**src/rtl/bool_pack_scheduler.sv**
```systemverilog
// Stage 1 front end: packs up to three compatible boolean symbols into one pipeline slot.
// Packing, the idle timeout and flush handling exist only when SCHED_BOOL_PACK_EN is defined.
module bool_pack_scheduler #(
  parameter int RANGE_WIDTH   = 16,
  parameter int SYMBOL_WIDTH  = 4,
  parameter int TIMEOUT_WIDTH = 4,
  parameter int TIMEOUT       = 8
) (
  input  logic                    clk_sched,
  input  logic                    reset_sched_n,
  input  logic                    in_valid,
  output logic                    in_ready,
  input  logic [RANGE_WIDTH-1:0]  in_fl,
  input  logic [RANGE_WIDTH-1:0]  in_fh,
  input  logic [SYMBOL_WIDTH-1:0] in_symbol,
  input  logic [SYMBOL_WIDTH:0]   in_nsyms,
  input  logic                    in_bool_flag,
  input  logic                    flush,
  input  logic                    pipe_ready,
  output logic                    out_valid,
  output logic [RANGE_WIDTH-1:0]  out_fl,
  output logic [RANGE_WIDTH-1:0]  out_fh,
  output logic [SYMBOL_WIDTH:0]   out_nsyms,
  output logic [SYMBOL_WIDTH-1:0] out_symbol_1,
  output logic [SYMBOL_WIDTH-1:0] out_symbol_2,
  output logic [SYMBOL_WIDTH-1:0] out_symbol_3,
  output logic                    out_bool_flag_1,
  output logic                    out_bool_flag_2,
  output logic                    out_bool_flag_3,
  output logic [1:0]              out_count,
  output logic                    busy
);

  if (TIMEOUT < 1 || TIMEOUT > (2 ** TIMEOUT_WIDTH) - 1) begin : g_bad_timeout
    $error("bool_pack_scheduler: TIMEOUT does not fit in TIMEOUT_WIDTH");
  end

  logic                    r_out_valid;
  logic [RANGE_WIDTH-1:0]  r_out_fl;
  logic [RANGE_WIDTH-1:0]  r_out_fh;
  logic [SYMBOL_WIDTH:0]   r_out_nsyms;
  logic [SYMBOL_WIDTH-1:0] r_out_sym1;
  logic [SYMBOL_WIDTH-1:0] r_out_sym2;
  logic [SYMBOL_WIDTH-1:0] r_out_sym3;
  logic                    r_out_flag1;
  logic                    r_out_flag2;
  logic                    r_out_flag3;
  logic [1:0]              r_out_count;

  logic                    w_accept;
  logic                    w_load;
  logic [RANGE_WIDTH-1:0]  w_ld_fl;
  logic [RANGE_WIDTH-1:0]  w_ld_fh;
  logic [SYMBOL_WIDTH:0]   w_ld_nsyms;
  logic [SYMBOL_WIDTH-1:0] w_ld_sym1;
  logic [SYMBOL_WIDTH-1:0] w_ld_sym2;
  logic [SYMBOL_WIDTH-1:0] w_ld_sym3;
  logic                    w_ld_flag1;
  logic                    w_ld_flag2;
  logic                    w_ld_flag3;
  logic [1:0]              w_ld_count;
  logic                    w_busy;

  // The output register may be reloaded in the same cycle its slot transfers.
  assign in_ready = !r_out_valid || pipe_ready;
  assign w_accept = in_valid && in_ready;

`ifdef SCHED_BOOL_PACK_EN
  typedef enum logic [1:0] {EMPTY, PACK1, PACK2, SOLO} state_t;

  state_t                   r_state;
  state_t                   w_state_next;
  logic [RANGE_WIDTH-1:0]   r_buf_fl;
  logic [RANGE_WIDTH-1:0]   r_buf_fh;
  logic [SYMBOL_WIDTH:0]    r_buf_nsyms;
  logic [SYMBOL_WIDTH-1:0]  r_buf_sym1;
  logic [SYMBOL_WIDTH-1:0]  r_buf_sym2;
  logic                     r_flush_pend;
  logic                     w_flush_pend_next;
  logic [TIMEOUT_WIDTH-1:0] r_idle;
  logic [TIMEOUT_WIDTH-1:0] w_idle_next;
  logic [TIMEOUT_WIDTH-1:0] w_idle_inc;
  logic                     w_in_bool;
  logic                     w_compat;
  logic                     w_fp;
  logic                     w_buf_ld1;
  logic                     w_buf_ld2;

  assign w_in_bool  = !in_bool_flag;
  assign w_compat   = w_in_bool && (in_fl == r_buf_fl) && (in_fh == r_buf_fh);
  assign w_fp       = r_flush_pend || flush;
  assign w_idle_inc = (r_idle == TIMEOUT_WIDTH'(TIMEOUT)) ? r_idle
                                                          : r_idle + TIMEOUT_WIDTH'(1);
  assign w_busy     = (r_state != EMPTY) || r_out_valid;

  // Load data defaults to the buffered group; only the direct path overrides it.
  always_comb begin
    w_state_next      = r_state;
    w_idle_next       = r_idle;
    w_flush_pend_next = w_fp;
    w_buf_ld1         = 1'b0;
    w_buf_ld2         = 1'b0;
    w_load            = 1'b0;
    w_ld_fl           = r_buf_fl;
    w_ld_fh           = r_buf_fh;
    w_ld_nsyms        = r_buf_nsyms;
    w_ld_sym1         = r_buf_sym1;
    w_ld_flag1        = (r_state == SOLO);
    w_ld_sym2         = (r_state == PACK2) ? r_buf_sym2 : '0;
    w_ld_flag2        = (r_state != PACK2);
    w_ld_sym3         = '0;
    w_ld_flag3        = 1'b1;
    w_ld_count        = (r_state == PACK2) ? 2'd2 : 2'd1;

    if (w_accept) begin
      w_idle_next = '0;
      case (r_state)
        EMPTY: begin
          if (w_in_bool) begin
            w_buf_ld1    = 1'b1;
            w_state_next = PACK1;
          end else begin
            w_load     = 1'b1;
            w_ld_fl    = in_fl;
            w_ld_fh    = in_fh;
            w_ld_nsyms = in_nsyms;
            w_ld_sym1  = in_symbol;
            w_ld_flag1 = 1'b1;
            w_ld_sym2  = '0;
            w_ld_flag2 = 1'b1;
            w_ld_count = 2'd1;
          end
        end
        PACK1, PACK2: begin
          if (w_compat && r_state == PACK1) begin
            w_buf_ld2    = 1'b1;
            w_state_next = PACK2;
          end else if (w_compat) begin
            w_load       = 1'b1;
            w_ld_sym3    = in_symbol;
            w_ld_flag3   = 1'b0;
            w_ld_count   = 2'd3;
            w_state_next = EMPTY;
          end else begin
            w_load       = 1'b1;
            w_buf_ld1    = 1'b1;
            w_state_next = w_in_bool ? PACK1 : SOLO;
          end
        end
        default: begin
          w_load       = 1'b1;
          w_buf_ld1    = 1'b1;
          w_state_next = w_in_bool ? PACK1 : SOLO;
        end
      endcase
    end else if (r_state == SOLO) begin
      if (in_ready) begin
        w_load       = 1'b1;
        w_state_next = EMPTY;
      end
    end else if (r_state != EMPTY) begin
      w_idle_next = w_idle_inc;
      if (in_ready && (w_idle_inc == TIMEOUT_WIDTH'(TIMEOUT) || w_fp)) begin
        w_load       = 1'b1;
        w_state_next = EMPTY;
        w_idle_next  = '0;
      end
    end

    if (w_state_next == EMPTY) begin
      w_flush_pend_next = 1'b0;
    end
  end

  // Pack buffer, idle counter and pending-flush flag.
  always_ff @(posedge clk_sched or negedge reset_sched_n) begin
    if (!reset_sched_n) begin
      r_state      <= EMPTY;
      r_buf_fl     <= '0;
      r_buf_fh     <= '0;
      r_buf_nsyms  <= '0;
      r_buf_sym1   <= '0;
      r_buf_sym2   <= '0;
      r_idle       <= '0;
      r_flush_pend <= 1'b0;
    end else begin
      r_state      <= w_state_next;
      r_idle       <= w_idle_next;
      r_flush_pend <= w_flush_pend_next;
      if (w_buf_ld1) begin
        r_buf_fl    <= in_fl;
        r_buf_fh    <= in_fh;
        r_buf_nsyms <= in_nsyms;
        r_buf_sym1  <= in_symbol;
      end
      if (w_buf_ld2) begin
        r_buf_sym2 <= in_symbol;
      end
    end
  end
`else
  assign w_busy = r_out_valid || flush;

  always_comb begin
    w_load     = w_accept;
    w_ld_fl    = in_fl;
    w_ld_fh    = in_fh;
    w_ld_nsyms = in_nsyms;
    w_ld_sym1  = in_symbol;
    w_ld_flag1 = in_bool_flag;
    w_ld_sym2  = '0;
    w_ld_flag2 = 1'b1;
    w_ld_sym3  = '0;
    w_ld_flag3 = 1'b1;
    w_ld_count = 2'd1;
  end
`endif

  // Single-entry output register; data holds after transfer, only valid drops.
  always_ff @(posedge clk_sched or negedge reset_sched_n) begin
    if (!reset_sched_n) begin
      r_out_valid <= 1'b0;
      r_out_fl    <= '0;
      r_out_fh    <= '0;
      r_out_nsyms <= '0;
      r_out_sym1  <= '0;
      r_out_sym2  <= '0;
      r_out_sym3  <= '0;
      r_out_flag1 <= 1'b1;
      r_out_flag2 <= 1'b1;
      r_out_flag3 <= 1'b1;
      r_out_count <= 2'd0;
    end else if (w_load) begin
      r_out_valid <= 1'b1;
      r_out_fl    <= w_ld_fl;
      r_out_fh    <= w_ld_fh;
      r_out_nsyms <= w_ld_nsyms;
      r_out_sym1  <= w_ld_sym1;
      r_out_sym2  <= w_ld_sym2;
      r_out_sym3  <= w_ld_sym3;
      r_out_flag1 <= w_ld_flag1;
      r_out_flag2 <= w_ld_flag2;
      r_out_flag3 <= w_ld_flag3;
      r_out_count <= w_ld_count;
    end else if (pipe_ready) begin
      r_out_valid <= 1'b0;
    end
  end

  assign out_valid       = r_out_valid;
  assign out_fl          = r_out_fl;
  assign out_fh          = r_out_fh;
  assign out_nsyms       = r_out_nsyms;
  assign out_symbol_1    = r_out_sym1;
  assign out_symbol_2    = r_out_sym2;
  assign out_symbol_3    = r_out_sym3;
  assign out_bool_flag_1 = r_out_flag1;
  assign out_bool_flag_2 = r_out_flag2;
  assign out_bool_flag_3 = r_out_flag3;
  assign out_count       = r_out_count;
  assign busy            = w_busy;

endmodule

```
**config.mk**
```make
export PLATFORM = sky130hd
export DESIGN_NAME = bool_pack_scheduler
export DESIGN_NICKNAME = d
export VERILOG_FILES = /design/src/rtl/bool_pack_scheduler.sv
export SDC_FILE = /design/constraint.sdc
export NUM_CORES = 1
export LEC_CHECK = 0
export ABC_AREA = 0
export CORE_MARGIN = 1
export CORE_UTILIZATION = 41
export CTS_CLUSTER_SIZE = 28
export DETAILED_ROUTE_END_ITERATION = 10
export GPL_ROUTABILITY_DRIVEN = 1
export HOLD_SLACK_MARGIN = 0.15
export PLACE_DENSITY = 0.84
export SLEW_MARGIN = 20
export SYNTH_ARGS = -nofsm -noshare
export SYNTH_HDL_FRONTEND = slang
export SYNTH_SLANG_ARGS = --single-unit
```
**constraint.sdc**
```tcl
create_clock -name clk_sched -period 3.54 [get_ports clk_sched]
set_clock_uncertainty 0.05 [all_clocks]
set_input_delay 0.531 -clock clk_sched [delete_from_list [all_inputs] [get_ports clk_sched]]
set_output_delay 0.531 -clock clk_sched [all_outputs]
set_load 0.01 [all_outputs]
```
==> results of run 1 <==
==> power groups by stage <==
stage,registers (uW),logic [uW],clock network (uW)
final,618,399,293
after global routing,627,421,335
after CTS,618,400,302
after detailed placement,626,398,0
after global placement,621,389,0
after floorplan,657,149,0
==> routing by layer <==
metal / up-vias / routed length (um) / part of all wire / GRT usage
met5: - / 0 / 0 / 0
met4: 0 / 97 / 0.025 / 0.0644
met3: 9 / 247 / 0.062 / 0.0577
met2: 56 / 2060 / 0.52 / 0.278
met1: 565 / 1550 / 0.39 / 0.198
li1: 527 / - / - / -
==> synth_stat cells, drive strengths merged <==
library cell,n,area (um^2)
buf,15,128
conb,2,7.51
dfrtp,43,1080
dfstp,1,26.3
mux2,42,619
nand2,1,11.3
nand2b,3,26.3
or2,1,6.26
==> worst paths after layout <==
check / from / to / slack (ps) / cells after the start
max: flush / busy / 1280 / 3
min: reset_sched_n / out_nsyms[3]$_DFFE_PN0P_ / 190 / 1
max reg2reg: out_valid$_DFFE_PN0P_ / out_fl[10]$_DFFE_PN0P_ / 1890 / 3
min reg2reg: out_count[0]$_DFFE_PN0P_ / out_count[0]$_DFFE_PN0P_ / 420 / 1
max in group asynchronous: reset_sched_n / out_fh[7]$_DFFE_PN0P_ / 2750 / 2
min in group clk_sched: out_count[0]$_DFFE_PN0P_ / out_count[0]$_DFFE_PN0P_ / 420 / 1
==> sequential cells by signal, indices dropped and copies added, names as in the netlist <==
signal and flops:
out_bool_flag_1 1, out_fl 16, out_symbol_1 4, out_valid 1, out_fh 16, out_count 1
out_nsyms 5
==> stage by stage <==
step,total power (uW),std cells
after floorplan,806,117
after global placement,1010,246
after detailed placement,1020,246
after CTS,1320,254
after global routing,1380,255
final,1310,255
==> logic make-up (layout without fill, tap and decap cells) <==
| logic type | Yosys count | after routing | share of synthesized area |
|---|---|---|---|
| buffers and inverters | 15 | 101 | 0.0671 |
| AND/OR/NAND/NOR | 5 | 5 | 0.0230 |
| other | 2 | 11 | 0.00395 |
| flip-flops | 44 | 44 | 0.580 |
| multiplexers | 42 | 42 | 0.326 |
==> worst register-to-register path, stage by stage, from the launching register on <==
cell	delay (ps)
dfrtp_1	420
nand2b_4	90
nand2_4	560
mux2_2	420
==> final cells by class <==
class / count / area share
timing repair buffer: 93 / 0.326
tap: 52 / 0.0225
clock buffer: 8 / 0.0277
multi-input combinational: 58 / 0.243
sequential: 44 / 0.381
==> metrics.yaml, run 1 <==
logic_synthesis:
  avgSynthCellArea_um2: 17.6
  synthCells: 108
  synth_cell_type_count: 11
  synth_seq_area_share: 0.580
  syn_area_um2: 1900
  yosysWarnings: 0
  synth_seq_cells: 44
flow_run:
  drv_cap: 0
grt:
  grtUsageTotal: 0.167
  grt.overflow.total: 0
  grt_max_degree: 45
  grt_pass1_vias: 1246
  grt_antenna_before_repair: 0
  grt_pass1_wl_um: 6300
drt:
  routed_via_density: 4.54
  wl_per_cell_um: 15.5
  drt_iter0_drc: 30
  finalWirelength_um: 3950
  ant_nets: 0
  via_count: 1157
  drcViolationCount: 0
  drt-pass1-iter-count: 4
layout:
  regArea_um2: 1100
  post-route-cell-area_um2: 2900
  drive_above_1_share: 0.261
  layout.nets: 249
  area_growth_pct: 52.3
  final_common_cell: "clkdlybuf4s50_1"
  final_cell_mix: "clkdlybuf4s50_1 (91), dfrtp_1 (43), mux2_4 (39)"
  multi_input_area_um2: 704
  nFillCells: 310
  antenna_cells: 0
  finish.utilization: 0.656
setup_path:
  path_buf_inv: 2
  slowest_stage: "clkdlybuf4s50_1"
  crit_family: "buffers and inverters"
  setup.worst_path.start_class: "primary input"
  cp_max_fo: 1
  crit_required_ps: 2960
  end_kind: "output port"
  path_common_cell: "clkdlybuf4s50_1"
  cp_slowest_stage_delay_ps: 480
  crit_chain: "clkdlybuf4s50_1 > or2_2 > clkdlybuf4s50_1"
  path_class: "in2out"
  cp_data_arrival_time_ps: 1670
sta:
  fin_crit_sh: 0.637
  whs_ps: 191
  hold_violations: 0
  grt_setup_unrepaired: "false"
  fin_ws_ps: 1280
  fin_crit_ps: 2260
  slew_violations: 0
  setup_viol: 0
  slew_headroom: 0.497
  setup-tns-final_ps: 0
  worstMarginPinSlew_ps: 754
  fmax_mhz: 443
pwr:
  irDropWorstVdd_mv: 0.282
  p_leak_uw: 0.00133
  switchingPower_uw: 324
  p_int_uw: 986
  clock_power_share: 0.224
  p_comb_frac: 0.304
  swShare: 0.247
  p_seq_frac: 0.472
  p_per_area_nw_per_um2: 452
die:
  die_area_um2: 4910
  start_util: 0.431
  rows: 24
  die_w_um: 70.1
  die_y_um: 70.1
  core-area_um2: 4410
  ios: 104
cts:
  cts_num_sinks: 44
  cts_tree: "done"
  postCtsSetupBuffers: 0
  cts.path.max_buffers: 2
  clk_latency_ps: 280
  h-tree-depth: 2
  cts_resized: 0
  clockRootBuffer: "clkbuf_8"
  ctsHoldBuffers: 0
  clkTransAtPathRegs_ps: 80
  numCtsBuffers: 5
placed_design:
  gp_congestion: 0.711
  dpl_cell_area_um2: 2790
  dpl.hpwl_um: 2810
  place_ws_ps: 1280
  io_buffers: 92
status:
  status: "finished, final reports clean"
hold_path:
  hold_class: "in2async"
(Power assumes the default switching activity.)
==> run 2: changes to the inputs <==
Settings changed: CORE_UTILIZATION 41 to 35, PLACE_DENSITY 0.84 to 0.76.
Clock period 3.54 ns to 1.84 ns, I/O delays scaled along.
==> metrics.yaml, run 2 (same netlist as run 1, synthesis figures left out) <==
cts:
  clk_latency_ps: 280
  cts.path.max_buffers: 2
  numCtsBuffers: 5
  h-tree-depth: 2
  cts_num_sinks: 44
  clockRootBuffer: "clkbuf_8"
  cts_tree: "done"
  clkTransAtPathRegs_ps: 80
setup_path:
  crit_required_ps: 1510
  end_kind: "output port"
  path_class: "in2out"
  cp_max_fo: 3
  setup.worst_path.start_class: "primary input"
  cp_data_arrival_time_ps: 1400
drt:
  drt-pass1-iter-count: 4
  via_count: 1153
  routed.top_layer: "met4"
  ant_nets: 0
  drcViolationCount: 0
  routed_via_density: 4.19
  finalWirelength_um: 3600
  wl_met1_um: 1540
  drt_iter0_drc: 17
  wl_met3_um: 274
  wl_per_cell_um: 13.1
  wl_met2_um: 1770
sta:
  grt_setup_unrepaired: "false"
  setup-tns-final_ps: 0
  setup_viol: 0
  fmax_mhz: 581
  slew_violations: 0
  fin_crit_sh: 0.935
  hold_violations: 0
  whs_ps: 408
  fin_crit_ps: 1720
grt:
  grt_antenna_before_repair: 0
  grt_pass1_wl_um: 5460
  grtUsageTotal: 0.130
  grt.overflow.total: 0
  grt_max_degree: 27
  grt_pass1_vias: 1161
die:
  die_area_um2: 5730
  ios: 104
  rows: 26
  core-area_um2: 5170
  die_y_um: 75.7
  start_util: 0.367
  die_w_um: 75.7
pwr:
  clock_power_share: 0.243
  swShare: 0.236
  p_comb_frac: 0.297
  p_per_area_nw_per_um2: 868
  p_seq_frac: 0.460
  p_leak_uw: 0.00136
  switchingPower_uw: 609
  p_int_uw: 1970
  irDropWorstVdd_mv: 0.489
flow_run:
  drv_cap: 0
placed_design:
  dpl.hpwl_um: 2700
  gp_congestion: 0.672
  dpl_cell_area_um2: 2860
  io_buffers: 92
hold_path:
  hold_class: "in2async"
layout:
  post-route-cell-area_um2: 2960
  final_cell_mix: "clkdlybuf4s50_1 (90), dfrtp_1 (42), mux2_4 (39)"
  drive_above_1_share: 0.283
  final_common_cell: "clkdlybuf4s50_1"
  layout.nets: 252
  area_growth_pct: 56.0
  antenna_cells: 0
status:
  status: "finished, final reports clean"
## run 2: what timing repair did
| item | in CTS | in global routing |
|---|---|---|
| setup buffers | 0 | 0 |
| resized for setup | 2 | 0 |
| endpoints found under the hold margin | 17 | 0 |
| hold buffers | 1 | 0 |
| setup endpoints to repair | 1 | 0 |
## run 2: critical path, cell delays in order
cell,delay [ps]
clkdlybuf4s50_1,450
nand2b_4,130
clkdlybuf4s50_1,540
## run 2: stage by stage
| step | setup WS [ps] | util | total power [uW] | std cells |
|---|---|---|---|---|
| finish | 119 | 0.573 | 2570 | 275 |
| global route | 89.9 | 0.573 | 2720 | 275 |
| CTS | 117 | 0.573 | 2620 | 275 |
| detailed placement | 111 | 0.552 | 1970 | 267 |
| global placement | 112 | 0.552 | 1960 | 267 |
| floorplan | 558 | - | 1550 | 117 |
## run 2: final timing paths
path,start,slack (ps),cells after the start,end
max,pipe_ready,120,3,in_ready
min,reset_sched_n,410,2,out_fh[12]$_DFFE_PN0P_
max reg2reg,out_valid$_DFFE_PN0P_,540,4,out_symbol_1[3]$_DFFE_PN0P_
min reg2reg,out_count[0]$_DFFE_PN0P_,440,1,out_count[0]$_DFFE_PN0P_
max in group asynchronous,reset_sched_n,630,3,out_valid$_DFFE_PN0P_
min in group clk_sched,out_count[0]$_DFFE_PN0P_,440,1,out_count[0]$_DFFE_PN0P_
## run 2: final cells by class
class | instances | area [um^2]
Clock buffer | 7 | 96.3
Fill cell | 415 | 2210
Multi-Input combinational cell | 58 | 704
Sequential cell | 44 | 1100
Tap cell | 70 | 87.6
Timing Repair Buffer | 96 | 972
## run 2: power groups by stage
stage	clock, uW	sequential [uW]	combinational, uW
after floorplan	0	1260	287
after global placement	0	1200	764
after detailed placement	0	1200	773
after CTS	654	1190	775
after global routing	693	1210	817
final	625	1190	764
## run 2: layer usage
layer,track usage,vias to the layer above
met5,0,-
met1,0.161,561
met3,0.0503,4
li1,-,535
met4,0.0432,0
met2,0.210,53
==> run 3: changes to the inputs <==
Settings changed: CORE_UTILIZATION 35 to 41, PLACE_DENSITY 0.76 to 0.84, SETUP_SLACK_MARGIN set to 0.1.
Clock period 1.84 ns to 2.08 ns, I/O delays scaled along.
==> metrics.yaml, run 3 (same netlist as run 1, synthesis figures left out) <==
drt:
  wl_per_cell_um: 15.2
  via_count: 1176
  routed_via_density: 4.56
  finalWirelength_um: 3930
  drt_iter0_drc: 45
  drcViolationCount: 0
  drt-pass1-iter-count: 4
  ant_nets: 0
pwr:
  p_per_area_nw_per_um2: 801
  p_leak_uw: 0.00136
  irDropWorstVdd_mv: 0.580
  power.total_uw: 2360
setup_path:
  crit_required_ps: 1720
  setup.worst_path.start_class: "register"
  cp_data_arrival_time_ps: 1500
  crit_path_start: "out_valid$_DFFE_PN0P_"
  timing.rr.end: "out_fh[12]$_DFFE_PN0P_"
  rrSetupSlack_ps: 780
  r2r-start: "out_valid$_DFFE_PN0P_"
  r2r_cells: 4
  cp_max_fo: 3
  path_class: "reg2out"
  end_kind: "output port"
  cp-endpoint: "busy"
die:
  die_area_um2: 4910
  core-area_um2: 4410
  rows: 24
  die_y_um: 70.1
  ios: 104
  start_util: 0.431
  die_w_um: 70.1
flow_run:
  drv_cap: 0
sta:
  fin_crit_ps: 1860
  fin_crit_sh: 0.893
  fmax_mhz: 538
  slew_violations: 0
  worstMarginPinSlew_ps: 545
  slew_headroom: 0.636
  setup_viol: 0
  grt_setup_unrepaired: "false"
  hold_violations: 0
  setup-tns-final_ps: 0
  whs_ps: 417
grt:
  gr-usage-met2: 0.290
  grt.overflow.total: 0
  use_met1: 0.198
  top_usage_layer: "met2"
  grt_antenna_before_repair: 0
  grt_max_degree: 45
  grt_pass1_wl_um: 6490
  grtUsageTotal: 0.170
  grt_pass1_vias: 1341
  gr-usage-met3: 0.0635
layout:
  layout.nets: 252
  area_growth_pct: 55.3
  final_cell_mix: "clkdlybuf4s50_1 (91), dfrtp_1 (43), mux2_4 (39)"
  antenna_cells: 0
  final_common_cell: "clkdlybuf4s50_1"
  drive_above_1_share: 0.272
cts:
  clk_latency_ps: 290
  cts_tree: "done"
  clockRootBuffer: "clkbuf_8"
  numCtsBuffers: 5
  postCtsSetupBuffers: 0
  clkTransAtPathRegs_ps: 80
  cts.path.max_buffers: 2
  h-tree-depth: 2
  cts_num_sinks: 44
placed_design:
  dpl.hpwl_um: 2890
  gp_congestion: 0.725
  io_buffers: 92
hold_path:
  hold_class: "reg2reg"
  hold_path.startpoint: "out_count[0]$_DFFE_PN0P_"
status:
  status: "finished, final reports clean"
-- run 3: report_power, final --
part | leakage [uW] | switching [uW] | internal, uW | total (uW)
clock | 0.0000524 | 268 | 359 | 627
sequential | 0.000510 | 72.1 | 979 | 1050
combinational | 0.000797 | 220 | 464 | 684
total | 0.00136 | 560 | 1800 | 2360
-- run 3: through the flow --
step | utilization | instances | setup WS [ps] | area [um^2]
global route | 0.669 | 258 | 171 | 2950
global placement | 0.642 | 249 | 277 | 2840
finish | 0.669 | 258 | 222 | 2950
floorplan | - | 117 | 798 | 1930
detailed placement | 0.642 | 249 | 250 | 2840
CTS | 0.669 | 258 | 202 | 2950
-- run 3: critical path: stages, from the launching register on --
cell             delay [ps]
dfrtp_1                 420
or2_2                   300
clkdlybuf4s50_1         480
-- run 3: how the worst min path moves through the flow --
stage / depth (start not counted) / to / slack [ps]
global placement: 2 / out_nsyms[1]$_DFFE_PN0P_ / 350
finish: 1 / out_count[0]$_DFFE_PN0P_ / 420
detailed placement: 2 / out_fh[4]$_DFFE_PN0P_ / 380
global route: 1 / out_count[0]$_DFFE_PN0P_ / 430
CTS: 1 / out_count[0]$_DFFE_PN0P_ / 430
floorplan: 0 / out_count[0]$_DFFE_PN0P_ / -30
-- run 3: repair_timing --
| action | 4_1_cts | 5_1_grt |
|---|---|---|
| hold buffers | 1 | 0 |
| endpoints found under the hold margin | 43 | 0 |
| setup endpoints to repair | 0 | 0 |
| gates resized for setup | 0 | 0 |
-- run 3: layout make-up --
type	instances	area [um^2]
fillers	309	1460
flip-flops and latches	44	1100
repair buffers	96	973
clock inverters	1	30.0
well taps	52	65.1
clock buffers	7	76.3
multi-input cells	58	704
-- run 3: metal layers --
metal	share of wire	wire length, um	vias to the layer above
met1	0.40	1560	589
met5	0	0	-
met3	0.073	285	2
met2	0.52	2050	54
li1	-	-	531
met4	0.0069	27	0
